File: src/rtl/vec_mem_pkg.sv
// Shared defaults and types for the vector load path.
package vec_mem_pkg;

    localparam int unsigned WIDTH        = 24;
    localparam int unsigned DEPTH        = 10000;
    localparam int unsigned VECTOR_WIDTH = 8;
    localparam int unsigned ADDR_OFFSET  = 24;

    typedef logic [VECTOR_WIDTH-1:0][WIDTH-1:0] vec_t;

    typedef enum logic [2:0] {
        IDLE,
        ISSUE,
        DRAIN,
        RESP,
        ERR
    } rd_state_e;

endpackage

File: src/rtl/vec_mem_reader.sv
// Vector load unit: gathers VECTOR_WIDTH consecutive RAM words through one
// synchronous read port; lane VECTOR_WIDTH-1 holds the lowest address.
module vec_mem_reader #(
    parameter int unsigned WIDTH        = vec_mem_pkg::WIDTH,
    parameter int unsigned DEPTH        = vec_mem_pkg::DEPTH,
    parameter int unsigned VECTOR_WIDTH = vec_mem_pkg::VECTOR_WIDTH,
    parameter int unsigned ADDR_OFFSET  = vec_mem_pkg::ADDR_OFFSET
) (
    input  logic                               clk,
    input  logic                               rst_n,
    input  logic                               req_valid,
    output logic                               req_ready,
    input  logic [WIDTH-1:0]                   req_addr,
    output logic                               mem_re,
    output logic [WIDTH-1:0]                   mem_addr,
    input  logic [WIDTH-1:0]                   mem_rdata,
    output logic                               rsp_valid,
    input  logic                               rsp_ready,
    output logic [VECTOR_WIDTH-1:0][WIDTH-1:0] rsp_data,
    output logic                               rsp_err
);
    import vec_mem_pkg::*;

    localparam int unsigned      CW       = $clog2(VECTOR_WIDTH) + 1;
    localparam logic [WIDTH-1:0] OFFSET   = WIDTH'(ADDR_OFFSET);
    localparam logic [WIDTH-1:0] PHYS_MAX = WIDTH'(DEPTH - VECTOR_WIDTH);
    localparam logic [CW-1:0]    N_WORDS  = CW'(VECTOR_WIDTH);

    rd_state_e        state;
    logic [WIDTH-1:0] phys_q;
    logic [CW-1:0]    issue_cnt;
    logic [CW-1:0]    cap_cnt;
    logic             cap_pending;

    logic [WIDTH-1:0] req_phys;
    logic             req_legal;

    assign req_phys  = req_addr - OFFSET;
    assign req_legal = (req_addr >= OFFSET) && (req_phys <= PHYS_MAX);

    always_ff @(posedge clk) begin
        if (!rst_n) begin
            state       <= IDLE;
            phys_q      <= '0;
            issue_cnt   <= '0;
            cap_cnt     <= '0;
            cap_pending <= 1'b0;
            req_ready   <= 1'b1;
            mem_re      <= 1'b0;
            mem_addr    <= '0;
            rsp_valid   <= 1'b0;
            rsp_data    <= '0;
            rsp_err     <= 1'b0;
        end else begin
            // mem_re is registered, so read data lands one edge after it was seen high
            cap_pending <= mem_re;
            if (cap_pending) begin
                for (int unsigned i = 0; i < VECTOR_WIDTH; i++) begin
                    if (cap_cnt == CW'(VECTOR_WIDTH - 1 - i)) begin
                        rsp_data[i] <= mem_rdata;
                    end
                end
                cap_cnt <= cap_cnt + CW'(1);
            end

            case (state)
                IDLE: begin
                    if (req_valid) begin
                        phys_q    <= req_phys;
                        rsp_data  <= '0;
                        cap_cnt   <= '0;
                        req_ready <= 1'b0;
                        if (req_legal) begin
                            state     <= ISSUE;
                            mem_re    <= 1'b1;
                            mem_addr  <= req_phys;
                            issue_cnt <= CW'(1);
                        end else begin
                            state <= ERR;
                        end
                    end
                end
                ISSUE: begin
                    // word 0 is issued on acceptance; issue_cnt names the next word
                    if (issue_cnt == N_WORDS) begin
                        mem_re <= 1'b0;
                        state  <= DRAIN;
                    end else begin
                        mem_addr  <= phys_q + WIDTH'(issue_cnt);
                        issue_cnt <= issue_cnt + CW'(1);
                    end
                end
                DRAIN: begin
                    if (cap_pending) begin
                        state     <= RESP;
                        rsp_valid <= 1'b1;
                        rsp_err   <= 1'b0;
                    end
                end
                RESP: begin
                    if (rsp_ready) begin
                        rsp_valid <= 1'b0;
                        req_ready <= 1'b1;
                        state     <= IDLE;
                    end
                end
                ERR: begin
                    if (!rsp_valid) begin
                        rsp_valid <= 1'b1;
                        rsp_err   <= 1'b1;
                    end else if (rsp_ready) begin
                        rsp_valid <= 1'b0;
                        rsp_err   <= 1'b0;
                        req_ready <= 1'b1;
                        state     <= IDLE;
                    end
                end
                default: state <= IDLE;
            endcase
        end
    end

endmodule

File: config.mk
export PLATFORM = sky130hd
export DESIGN_NAME = vec_mem_reader
export DESIGN_NICKNAME = d
export VERILOG_FILES = /design/src/rtl/vec_mem_pkg.sv /design/src/rtl/vec_mem_reader.sv
export SDC_FILE = /design/constraint.sdc
export NUM_CORES = 1
export LEC_CHECK = 0
export ABC_AREA = 1
export CAP_MARGIN = 20
export CORE_MARGIN = 2
export CORE_UTILIZATION = 53
export CTS_CLUSTER_DIAMETER = 60
export DETAILED_ROUTE_END_ITERATION = 16
export GPL_TIMING_DRIVEN = 0
export PLACE_DENSITY = 0.95
export RECOVER_POWER = 25
export SLEW_MARGIN = 20
export SYNTH_ARGS = -nofsm -noshare
export SYNTH_HDL_FRONTEND = slang
export SYNTH_SLANG_ARGS = --single-unit
File: constraint.sdc
create_clock -name clk -period 5.2 [get_ports clk]
set_input_delay 0.78 -clock clk [delete_from_list [all_inputs] [get_ports clk]]
set_output_delay 0.78 -clock clk [all_outputs]
set_load 0.05 [all_outputs]
* Word-level counts from Yosys, hierarchy flattened
Index checks and enable logic that the tools add are counted.
** Word-level totals
- Input port bits :: 52
- Latch bits :: 0
- RAM bits :: 0
- Register bits after elaboration :: 256
- Memory bits (read-only) :: 0
- Memories :: 0
- Word-level logic and storage cells :: 103
** Cells by class
- Muxes and demuxes :: 45
- Bitwise gates (word level) :: 0
- $mul :: 0
- Shift operators :: 0
- Add/sub/neg operators :: 4
- Equal/unequal tests :: 20
- Div/mod/pow operators :: 0
- Reduce and logical (&&, ||, !) cells :: 14
- $lt $le $gt $ge :: 2
** Operators with widths (count)
- $mux W192 :: 3
- $mux W24 :: 11
- $pmux W24 S2 :: 1
- $add A24 B4 Y24 :: 1
- $ge A24 B5 Y1 const B :: 1
- $le A24 B14 Y1 const B :: 1
- $mux W4 :: 6
- $sub A24 B5 Y24 const B :: 1
- $mux W3 :: 6
- $eq A4 B3 Y1 const B :: 4
- $pmux W3 S5 :: 1
- $ne A2 B2 Y1 const B :: 7
- $mux W1 :: 12
- $reduce_and A4 Y1 :: 3
- $reduce_and A3 Y1 :: 3
- $add A4 B1 Y4 const B :: 2
- $eq A4 B2 Y1 const B :: 2
- $pmux W4 S2 :: 1
- $eq A3 B2 Y1 const B :: 2
- $pmux W1 S3 :: 2
- $reduce_bool A3 Y1 :: 2
- $eq A4 B1 Y1 const B :: 1
- $eq A4 B4 Y1 const B :: 1
- $logic_not A4 Y1 :: 1
- 8 further kinds :: 10

* Logic depth before layout (Yosys ltp)
- Word-level depth :: 6
- Gate-level depth with buffers :: 18

* Least setup slack after synthesis
Ideal clock, no wire load.
- Path type :: input to register
- From :: in req_addr[3]
- To :: reg mem_addr[22]
- Required time :: 5.087 ns
- Buffers on the path :: 1
- Cell stages on the path :: 15
- Arrival time :: 2.407 ns
- Slack :: 2.680 ns
- Cell sequence :: ha_1 -> nor2_4 -> nand2_2 -> nor2_4 -> nand2_1 -> xnor2_1 -> inv_1 -> nand2_1 -> nor2_1 -> nand3_2 -> nand2_4 -> nand3_4 -> buf_4 -> nor2_1 -> nor2_1
** On the way
- Word-level cells in the longest chain between the ends :: 5
- Elaborated cells on any way between the ends :: 9
- Classes of those cells :: 1 x add/sub; 2 x order compare; 1 x eq/ne; 3 x mux; 2 x reduce/logical
** RTL lines
- start, declared :: line vec_mem_reader.sv:13 : input logic [WIDTH-1:0] req_addr,
- $sub A24 B5 Y24 :: line vec_mem_reader.sv:38 : assign req_phys = req_addr - OFFSET;
- $le A24 B14 Y1 :: line vec_mem_reader.sv:39 : assign req_legal = (req_addr >= OFFSET) && (req_phys <= PHYS_MAX);
- $logic_and A1 B1 Y1 :: line vec_mem_reader.sv:39
- $ne A2 B2 Y1 (no line)
- $reduce_and A4 Y1 (no line)
- end signal, assigned :: line vec_mem_reader.sv:76 : mem_addr <= req_phys;
- end signal, assigned :: line vec_mem_reader.sv:89 : mem_addr <= phys_q + WIDTH'(issue_cnt);
- end, declared :: line vec_mem_reader.sv:15 : output logic [WIDTH-1:0] mem_addr,
Parallel ways exist; a longest one is shown, timed or not. The select of a mux whose other input is x is not followed.
A chain may end at the register's enable or synchronous reset.

* Worst setup path in the final report
- From :: reg state[2]
- To :: reg rsp_data[71] (netlist bit)
** On the way
- Word-level cells in the longest chain between the ends :: 2
** RTL lines
- start, declared :: line vec_mem_reader.sv:29 : rd_state_e state;
- start signal, assigned :: line vec_mem_reader.sv:43 : state <= IDLE;
- start signal, assigned :: line vec_mem_reader.sv:74 : state <= ISSUE;
- start signal, assigned :: line vec_mem_reader.sv:79 : state <= ERR;
- $logic_not A3 Y1 :: line vec_mem_reader.sv:66 : case (state)
- $mux W192 :: line vec_mem_reader.sv:66
- end signal, assigned by index :: line vec_mem_reader.sv:60 : rsp_data[i] <= mem_rdata;
- end, declared :: line vec_mem_reader.sv:19 : output logic [VECTOR_WIDTH-1:0][WIDTH-1:0] rsp_data,
No other way between the ends.

==> impl_metrics.csv <==
group,metric,value,unit
worst_setup_path,reg2reg_to,"rsp_data[71]",
cells_and_area,register_area,5120,sq um
timing,fmax,310,MHz
worst_setup_path,reg2reg_depth,10,
worst_setup_path,max_stage_delay,0.50,ns
clock_network,clock-sinks,256,
timing,drv_slew,0,
route,routed-via-count,12292,
place,place_ws,1.67,ns
yosys,synthCells,1519,
yosys,yosysSeqAreaShare,0.465,
yosys,syn_avg_cell_area,7.26,sq um
route,vias_per_cell,5.91,
floorplan,die_w,148,um
place,place.gp.congestion,0.959,
route,ant_nets,0,
min_path,hold_path_class,"flip-flop to flip-flop",
yosys,ys_async_sr_fraction,0,
floorplan,initial_core_util,0.543,
cells_and_area,drive_gt1_frac,0.0398,
timing,fin_tns_setup,0,ns
worst_setup_path,crit_arrival,3.63,ns
place,io_buffers,246,
yosys,synth_top_area_frac,0.465,
yosys,ys_seq_elements,256,
worst_setup_path,cp-end-kind,"flip-flop",
timing,fin_skew,0.0249,ns
yosys,ys.flop_type,"dfxtp_1",
global_route,gr-total-overflow,0,
yosys,synth.distinct_cells,41,
cells_and_area,nNetsFinal,1857,
floorplan,fp.coreArea,20300,sq um
yosys,synth_fp_nets,1583,
worst_setup_path,cp_max_fo,10,
clock_network,clk_latency,0.55,ns
floorplan,die_area,22000,sq um
yosys,syn-cell-area,11000,sq um
route,dr.pass1.iters,6,
yosys,synth_top_cell_by_area,"dfxtp_1",
power,powerDensity,404,nW/um^2
timing,fin_hold_ws,0.462,ns
timing,rsz0062_at_grt,"false",
global_route,grt_pass1_vias,11628,
timing,period_needed,3.22,ns
route,remaining_drc_errors,0,
worst_setup_path,crit_path_start_kind,"flip-flop",
worst_setup_path,required,5.61,ns
yosys,synth_edf_count,0,
timing,slew_headroom,0.414,
worst_setup_path,critPathKind,"flip-flop to flip-flop",
worst_setup_path,crit_chain,"nor2_1 -> clkinv_1 -> nor2_1 -> inv_1 -> nor2_1 -> inv_1 -> nand2_1 -> clkbuf_1 -> clkbuf_1 -> a21oi_1",
clock_network,postCtsSetupRepairBufs,0,
power,cellLeakagePower,5.02,nW
timing,setup_slack,1.98,ns
floorplan,rows,52,
route,drt_iter0_markers,1320,
worst_setup_path,cp_slowest_cell,"clkbuf_1",
yosys,ys_top_cells_by_count,"332 x nand2_1, 256 x dfxtp_1, 198 x nand3_1",
worst_setup_path,r2r_slack,1.98,ns
timing,worstMarginPinSlew,0.871,ns
power,ir_drop,0.480,mV
yosys,yosysMostFrequentCell,"nand2_1",
global_route,grt_usage,0.350,
timing,finalSetupViolCount,0,
yosys,synth_area_leaders,"dfxtp_1 46%, nand2_1 11%, nand3_1 9.0%, a21oi_1 8.9%, nor2_1 4.3%",
worst_setup_path,rr_startpoint,"state[2]",
place,hpwl,29100,um
floorplan,ios,272,
clock_network,cts.repair.resized,0,
clock_network,cts_buffer_depth,3,
min_path,holdPathStages,2,
timing,finalHoldViolCount,0,
clock_network,htreeDepth,1,
outcome,status,"finished, final reports clean",
clock_network,cts_hold_buf,0,
cells_and_area,diodes,0,
cells_and_area,multi_input_area,5030,sq um
cells_and_area,area_delta_synth_final,32.3,%
clock_network,cts_inserted_buffers,26,
min_path,hold_path_end,"mem_addr[19]",
flow_run,cap_violations,0,
timing,period_share,0.620,
clock_network,cts_root_buf,"clkbuf_16",
global_route,grt_pass1_wl,61300,um
global_route,grt_max_degree,14,
route,wire_per_inst,19.2,um
global_route,antenna_found_initial,0,
cells_and_area,fillers,1523,
route,wirelength,40000,um
yosys,yosysWarnings,0,
clock_network,cts_tree,"yes",
clock_network,path_clk_slew,0.06,ns
floorplan,die_y,148,um
min_path,hold_path.startpoint,"mem_addr[19]",
worst_setup_path,crit_top_cell,"nor2_1",
==> through the flow <==
step	cells	utilization	power, mW	cell area [sq um]
final	2080	0.719	5.90	14600
after global placement	2035	0.681	4.06	13800
after CTS	2080	0.721	5.87	14600
after detailed placement	2035	0.681	4.12	13800
after global routing	2080	0.719	6.10	14600
after floorplan	1519	-	3.53	11000
==> worst max-delay path by stage <==
stage                 from            to  depth (start not counted)
5_1_grt           state[2]  rsp_data[71]                         10
3_3_place_gp   req_addr[3]  mem_addr[18]                         17
3_5_place_dp   req_addr[3]   mem_addr[6]                         17
2_1_floorplan  req_addr[3]  mem_addr[22]                         15
6_report          state[2]  rsp_data[71]                         10
4_1_cts        req_addr[3]   mem_addr[6]                         17
==> state kept, by name, indices dropped and copies added, names as in the netlist <==
signal	cells
mem_re	1
state	3
cap_pending	1
cap_cnt	4
rsp_err	1
issue_cnt	4
rsp_data	192
req_ready	1
phys_q	24
mem_addr	24
rsp_valid	1
==> cell families (layout without fill, tap and decap cells) <==
group           count (synthesis)  in the layout  share of synthesized area
simple gates                  753            753                      0.303
xor+xnor                       26             26                     0.0207
fa+ha+maj                      12             12                     0.0143
compound gates                257            257                      0.119
flops                         256            256                      0.465
mux                             1              1                   0.000908
buf+inv                       214            505                     0.0773
==> metal layers <==
metal	track usage	share of wire
met1	0.413	0.36
met2	0.584	0.46
met3	0.0718	0.11
met4	0.217	0.076
met5	0	0
==> power breakdown <==
part / total [mW] / internal (mW) / switching, mW
logic: 1.86 / 0.525 / 1.33
registers: 2.26 / 2.13 / 0.132
clock network: 1.78 / 0.991 / 0.792
==> placed cells by master, fill, tap and decap left out, drive strengths merged, types with 2 or more instances in the layout <==
cell type	synthesis	routed
ha	11	11
clkdlybuf4s50	0	245
a211oi	2	2
dfxtp	256	256
clkbuf	68	123
clkinv	1	7
inv	93	92
nor2b	2	2
clkinvlp	0	3
o22ai	14	14
nand3b	3	3
nor4	2	2
o21ai	39	39
nor3	38	38
nor2	137	137
nand2	338	338
and2	2	2
a31oi	4	4
xor2	20	20
a21oi	197	197
xnor2	6	6
nand4	29	29
buf	52	34
nand3	200	200
==> layout make-up <==
class / instances / area share
sequential: 256 / 0.351
multi-input combinational: 1049 / 0.345
timing repair buffer: 246 / 0.169
clock buffer: 37 / 0.0509
buffer: 120 / 0.0327
inverter: 94 / 0.0242
tap: 270 / 0.0232
clock inverter: 8 / 0.00403
==> worst max-delay path, delay by kind of cell (launching register included) <==
kind            cells  cell delay [ns]
compound gates      1             0.11
buf+inv             5             1.53
flops               1             0.37
simple gates        4             1.08
(Power assumes the default switching activity.)
